`src/rtl/adder_tree_acc.sv`:
```
// Pipelined N_IN-lane adder tree feeding a group accumulator with sticky overflow.
// Each tree level is one register stage; valid/last ride alongside the data.
module adder_tree_acc #(
  parameter int N_IN   = 8,
  parameter int IN_W   = 16,
  parameter int SIGNED = 0,
  parameter int ACC_W  = 32
) (
  input  logic                 clk,
  input  logic                 rst_n,
  input  logic                 clr,
  input  logic                 in_valid,
  input  logic                 in_last,
  input  logic [N_IN*IN_W-1:0] in_data,
  output logic                 out_valid,
  output logic [ACC_W-1:0]     out_sum,
  output logic                 out_ovf
);

  localparam int   L  = $clog2(N_IN);
  localparam int   TW = IN_W + L;
  localparam logic SX = (SIGNED != 0);

  // Every node is carried at the final tree width; the extra top bits of the
  // shallow levels are pure zero/sign extension, so sums cannot wrap.
  logic [TW-1:0] leaf [N_IN];
  logic [TW-1:0] node [1:N_IN-1];

  genvar gi;
  generate
    for (gi = 0; gi < N_IN; gi++) begin : g_leaf
      assign leaf[gi] = {{L{SX & in_data[gi*IN_W+IN_W-1]}}, in_data[gi*IN_W +: IN_W]};
    end

    // Heap layout: node gi has children 2gi and 2gi+1; indices >= N_IN are lanes.
    for (gi = 1; gi < N_IN; gi++) begin : g_node
      if (2*gi >= N_IN) begin : g_from_leaf
        always_ff @(posedge clk or negedge rst_n) begin
          if (!rst_n) begin
            node[gi] <= '0;
          end else begin
            node[gi] <= leaf[2*gi-N_IN] + leaf[2*gi+1-N_IN];
          end
        end
      end else begin : g_from_node
        always_ff @(posedge clk or negedge rst_n) begin
          if (!rst_n) begin
            node[gi] <= '0;
          end else begin
            node[gi] <= node[2*gi] + node[2*gi+1];
          end
        end
      end
    end
  endgenerate

  logic [L:1] vld_reg;
  logic [L:1] lst_reg;

  always_ff @(posedge clk or negedge rst_n) begin
    if (!rst_n) begin
      vld_reg <= '0;
      lst_reg <= '0;
    end else if (clr) begin
      vld_reg <= '0;
      lst_reg <= '0;
    end else begin
      vld_reg[1] <= in_valid;
      lst_reg[1] <= in_valid & in_last;
      for (int i = 2; i <= L; i++) begin
        vld_reg[i] <= vld_reg[i-1];
        lst_reg[i] <= lst_reg[i-1];
      end
    end
  end

  logic [ACC_W-1:0] tree_ext;

  generate
    if (ACC_W > TW) begin : g_ext
      assign tree_ext = {{(ACC_W-TW){SX & node[1][TW-1]}}, node[1]};
    end else begin : g_noext
      assign tree_ext = node[1];
    end
  endgenerate

  logic [ACC_W-1:0] acc_reg;
  logic             ovf_reg;
  logic             first_reg;
  logic [ACC_W-1:0] base;
  logic [ACC_W:0]   sum_wide;
  logic [ACC_W-1:0] acc_next;
  logic             ovf_now;
  logic             ovf_next;

  always_comb begin
    base     = first_reg ? '0 : acc_reg;
    sum_wide = {1'b0, base} + {1'b0, tree_ext};
    acc_next = sum_wide[ACC_W-1:0];
    if (SX) begin
      ovf_now = (base[ACC_W-1] == tree_ext[ACC_W-1]) && (acc_next[ACC_W-1] != base[ACC_W-1]);
    end else begin
      ovf_now = sum_wide[ACC_W];
    end
    ovf_next = (ovf_reg & ~first_reg) | ovf_now;
  end

  always_ff @(posedge clk or negedge rst_n) begin
    if (!rst_n) begin
      acc_reg   <= '0;
      ovf_reg   <= 1'b0;
      first_reg <= 1'b1;
      out_valid <= 1'b0;
      out_sum   <= '0;
      out_ovf   <= 1'b0;
    end else begin
      out_valid <= 1'b0;
      if (clr) begin
        acc_reg   <= '0;
        ovf_reg   <= 1'b0;
        first_reg <= 1'b1;
      end else if (vld_reg[L]) begin
        acc_reg   <= acc_next;
        ovf_reg   <= ovf_next;
        first_reg <= lst_reg[L];
        if (lst_reg[L]) begin
          out_valid <= 1'b1;
          out_sum   <= acc_next;
          out_ovf   <= ovf_next;
        end
      end
    end
  end

endmodule

```
`config.mk`:
```
export PLATFORM = sky130hd
export DESIGN_NAME = adder_tree_acc
export DESIGN_NICKNAME = d
export VERILOG_FILES = /design/src/rtl/adder_tree_acc.sv
export SDC_FILE = /design/constraint.sdc
export NUM_CORES = 1
export LEC_CHECK = 0
export BUFFER_PORTS_ARGS = -buffer_cell sky130_fd_sc_hd__buf_2
export CAP_MARGIN = 20
export CORE_UTILIZATION = 60
export CTS_BUF_LIST = sky130_fd_sc_hd__clkbuf_8
export DETAILED_ROUTE_END_ITERATION = 16
export GPL_ROUTABILITY_DRIVEN = 0
export GPL_TIMING_DRIVEN = 0
export PLACE_DENSITY = 0.83
export SLEW_MARGIN = 20
export SYNTH_ARGS = -nofsm -noshare
export SYNTH_HDL_FRONTEND = slang
export SYNTH_SLANG_ARGS = --single-unit
```
`constraint.sdc`:
```
create_clock -name clk -period 3.8 [get_ports clk]
set_input_delay 0.38 -clock clk [delete_from_list [all_inputs] [get_ports clk]]
set_output_delay 0.38 -clock clk [all_outputs]
set_load 0.005 [all_outputs]
```
* Yosys cells after proc, flatten, opt, wreduce, memory -nomap -nowiden
Index checks and enable logic that the tools add are counted.
** Operators by class
- Bitwise operators :: 5
- Reduce and logical (&&, ||, !) cells :: 2
- Add/sub/neg operators :: 8
- Mux-type cells :: 12
** Operators by type and width (count)
- $mux W32 :: 3
- $add A16 B16 Y17 :: 4
- $add A17 B17 Y18 :: 2
- $add A32 B19 Y33 :: 1
- $add A19 B19 Y19 :: 1
- $mux W1 :: 7
- $mux W3 :: 2
- $reduce_and A3 Y1 :: 1
- $and A1 B1 Y1 :: 2
- $not A1 Y1 :: 2
- $reduce_bool A2 Y1 :: 1
- $or A1 B1 Y1 :: 1
** Word-level totals
- Input bits :: 133
- Bits in registers :: 199
- Logic and storage cells :: 42
- Output and inout bits :: 34

* Depth between registers and ports, before layout
- Word-level depth :: 5
- Depth in mapped cells :: 12
- Mapped depth without buffers :: 10

* Least setup slack after synthesis
No wires, ideal clock.
- Path kind :: register -> register
- Start point :: register first_reg
- End point :: register acc_reg[22]
- Buffers on the path :: 2
- Arrival time :: 3.244 ns
- Required time :: 3.684 ns
- Cell stages (with the launch flop) :: 12
- Path slack :: 0.441 ns
- Cells stage by stage :: dfstp_2 -> clkbuf_1 -> clkbuf_1 -> nor2b_1 -> ha_1 -> fa_1 -> a211oi_1 -> o21ai_1 -> a211oi_2 -> o311ai_1 -> and4_1 -> o311ai_0
** On the way
- Word-level cells in the longest chain between the ends :: 4
** RTL lines
- start: declaration :: line 89 : logic first_reg;
- start signal: assignment :: line 125 : first_reg <= lst_reg[L];
- $mux W32 :: line 97 : base = first_reg ? '0 : acc_reg;
- $add A32 B19 Y33 :: line 98 : sum_wide = {1'b0, base} + {1'b0, tree_ext};
- $mux W32 :: line 122 : end else if (vld_reg[L]) begin
- $mux W32 :: line 118 : if (clr) begin
- end signal: assignment :: line 123 : acc_reg <= acc_next;
- end: declaration :: line 87 : logic [ACC_W-1:0] acc_reg;
Every way passes these cells. The select of a mux whose other input is x is not followed.
A chain may end at the register's enable or synchronous reset.

* Worst setup path in the final report
- Start point :: register first_reg
- End point :: register out_ovf
** On the way
- Word-level cells in the longest chain between the ends :: 3
- Elaborated cells between the ends (all ways) :: 5
- Classes of those cells :: add/sub: 1; mux: 1; bitwise: 3
** RTL lines
- $mux W32 / $not A1 Y1 (equally long branches) :: line 97, 105
- $add A32 B19 Y33 / $and A1 B1 Y1 (equally long branches) :: line 98, 105
- $or A1 B1 Y1 * :: line 105 : ovf_next = (ovf_reg & ~first_reg) | ovf_now;
- end signal: assignment :: line 129 : out_ovf <= ovf_next;
- end: declaration :: line 17 : output logic out_ovf
Mark *: on every way between the ends. The rest lies on a longest branch, timed or not.

==> impl_metrics.ini <==
[setup_path]
required_ns = 4.21
critPathLaunchType = flip-flop
path_max_fanout = 16
regToRegSetupSlack_ns = 0.12
slowest_stage = dfstp_4
r2r-start = first_reg
crit_buf_inv = 2
r2r_end = out_ovf
cp.arrival_ns = 4.09
path_cells = clkbuf_2, nor2b_1, ha_1, o21ai_0, o21ai_1, a211oi_2, buf_4, a211o_1, a21o_1, or4b_1, a31oi_1
max_stage_delay_ns = 0.73
crit_type = reg -> reg
cp_top_family = compound AO/OA/AOI/OAI gates
end_kind = flip-flop
ff2ff_path_depth = 11

[global_route]
use_met2 = 0.463
met3_usage = 0.0421
grt_pass1_vias = 9704
overflow = 0
grt_pass1_wl_um = 43300
antenna_found_initial = 0
grt_max_degree = 109
use_met1 = 0.324
grt_usage = 0.264
grt_busiest_layer = met2

[placement]
place_hpwl_um = 20400
place_area_mm2 = 0.0134
portBuffers = 166

[drt]
drc_errors = 0
vias_per_cell = 5.76
drt-pass1-iter-count = 6
drt-initial-drc-count = 559
wl_per_cell_um = 15.1
via_count = 9977
ant_nets = 0
wl_um = 26100

[power_and_ir_drop]
p_seq_frac = 0.374
p_comb_frac = 0.449
p_sw_w = 0.00282
p_per_area_mw_per_mm2 = 538
vdd_ir_drop_max_mv = 0.289
p_int_w = 0.00464
swShare = 0.378
power_frac_clock = 0.178
p_leak_nw = 6.45

[sta]
hold_viol_final = 0
setup_viol = 0
min_period_ns = 3.68
maxSlewHeadroom = 0.384
finalCritPeriodShare = 0.967
tightestPinTransition_ns = 0.900
fmax_mhz = 272
drv_slew = 0
finalClockSkew_ns = 0.0176

[layout]
final_core_util = 0.703
n_antenna_cell = 0
finalNetCount = 1729
drive_above_1_share = 0.146
postLayoutCellArea_mm2 = 0.0139
area_growth_pct = 13.3
largest_reg_flops = 123

[yosys]
synth-simple-area-share = 0.133
synthArstFlopShare = 1.00
synth_top_cell_area_share = 0.401
synthMuxAreaShare = 0.00747
synth_area_leader_cell = dfrtp_1
synth-seq-cells = 197
synth_top_family_by_area = compound AO/OA/AOI/OAI gates
synth_area_leaders = dfrtp_1 40%, ha_1 14%, xnor2_1 6.0%, a21oi_1 4.8%, o21ai_0 4.3%
seq_area_frac_synth = 0.403
synthCells = 1266
syn_area_mm2 = 0.0122
synth.most_common_cell = dfrtp_1
synthAdderAreaFrac = 0.151
synth_xor_xnor_area_share = 0.0867
synth_ff_type = dfrtp_1
synth_cell_type_count = 62
synth_edf_count = 0
synth_warnings = 0
synth_compound_area_frac = 0.198
syn_nets = 1542
syn_avg_cell_area_um2 = 9.66
synth_commonest_cells = 196 x dfrtp_1, 135 x ha_1, 118 x a21oi_1, 118 x nand2_1, 104 x o21ai_0

[min_path]
hold_path_end = lst_reg[1]
holdPathStages = 2
hold_start = in_last
hold_path_class = in -> reg

[floorplanning]
die_h_um = 145
die_area_mm2 = 0.0210
initial_utilization = 0.620
rows = 51
die_w_um = 145
io_pins = 167
core_area_mm2 = 0.0197

[clocking]
cts_tree = yes
cts_buffer_depth = 2
root_buffer = clkbuf_8
cts_buffers = 17
insertion_delay_ns = 0.48
path_clk_slew_ns = 0.11
clkSinkCount = 197
cts.htree.levels = 4

[job]
cap_violations = 0

[run_status]
outcome = finished clean
per-layer routing:
layer / share of wire / vias up
li1: - / 4912
met2: 0.49 / 326
met1: 0.43 / 4681
met5: 0 / -
met4: 0.025 / 0
met3: 0.052 / 58
per-stage QoR:
stage                     power [W]  setup TNS (ns)  std cells  hold slack, ns  worst slack [ns]
after global placement      0.00598         -132.36       1697           0.442            -0.667
after CTS                   0.00745               0       1730          0.0816            0.0167
after floorplan             0.00532               0       1266          0.0844             0.441
after global routing        0.00799        -0.00797       1731          0.0817          -0.00797
after detailed placement    0.00612           -6.87       1698           0.444            -0.458
final                       0.00745               0       1731           0.104             0.125
how the worst max path moves through the flow:
stage,from,to,slack [ns],cells past startpoint
floorplan,first_reg,acc_reg[22],0.44,11
global placement,rst_n,node[68],-0.67,1
detailed placement,first_reg,acc_reg[22],-0.46,11
CTS,first_reg,acc_reg[22],0.02,10
global route,first_reg,acc_reg[12],-0.008,11
finish,first_reg,out_ovf,0.12,11
area by class of cell:
type	instances	area, um2
Clock buffer	20	275
Inverter	40	150
Tap cell	265	332
Fill cell	1475	5870
Clock inverter	12	119
Timing Repair Buffer	169	886
Buffer	26	100
Sequential cell	197	4930
Multi-Input combinational cell	1002	7060
power by group through the flow:
stage / Sequential [W] / Combinational [W] / Clock (W)
6_report: 0.00278 / 0.00335 / 0.00132
2_1_floorplan: 0.00275 / 0.00257 / 0
3_3_place_gp: 0.00282 / 0.00316 / 0
4_1_cts: 0.00279 / 0.00332 / 0.00134
3_5_place_dp: 0.00283 / 0.00329 / 0
5_1_grt: 0.00282 / 0.00374 / 0.00144
kinds of logic after synthesis:
kind of cell,after synthesis
DFF,197
muxes,9
AOI/OAI and AO/OA,390
buffers and inverters,67
and+or+nand+nor,339
xor gates and xnor gates,121
adders and majority gates,143
cells in the final DEF, fill, tap and decap left out, drive strengths merged, types with 32 or more instances in the layout:
cell type,count
ha,135
inv,43
dfrtp,196
a21oi,118
nor2b,48
buf,172
nand2,118
xnor2,84
clkbuf,42
a21o,32
xor2,37
o21ai,105
nor2,72
timing repair:
| action | 4_1_cts | 5_1_grt |
|---|---|---|
| gates resized for setup | 2 | 6 |
| buffers inserted | 0 | 1 |
| pin swaps | 0 | 1 |
| hold buffers | 1 | 0 |
| setup endpoints to repair | 29 | 18 |
| hold endpoints to repair | 88 | 0 |
Note: power is estimated with default switching activity, not from simulation.
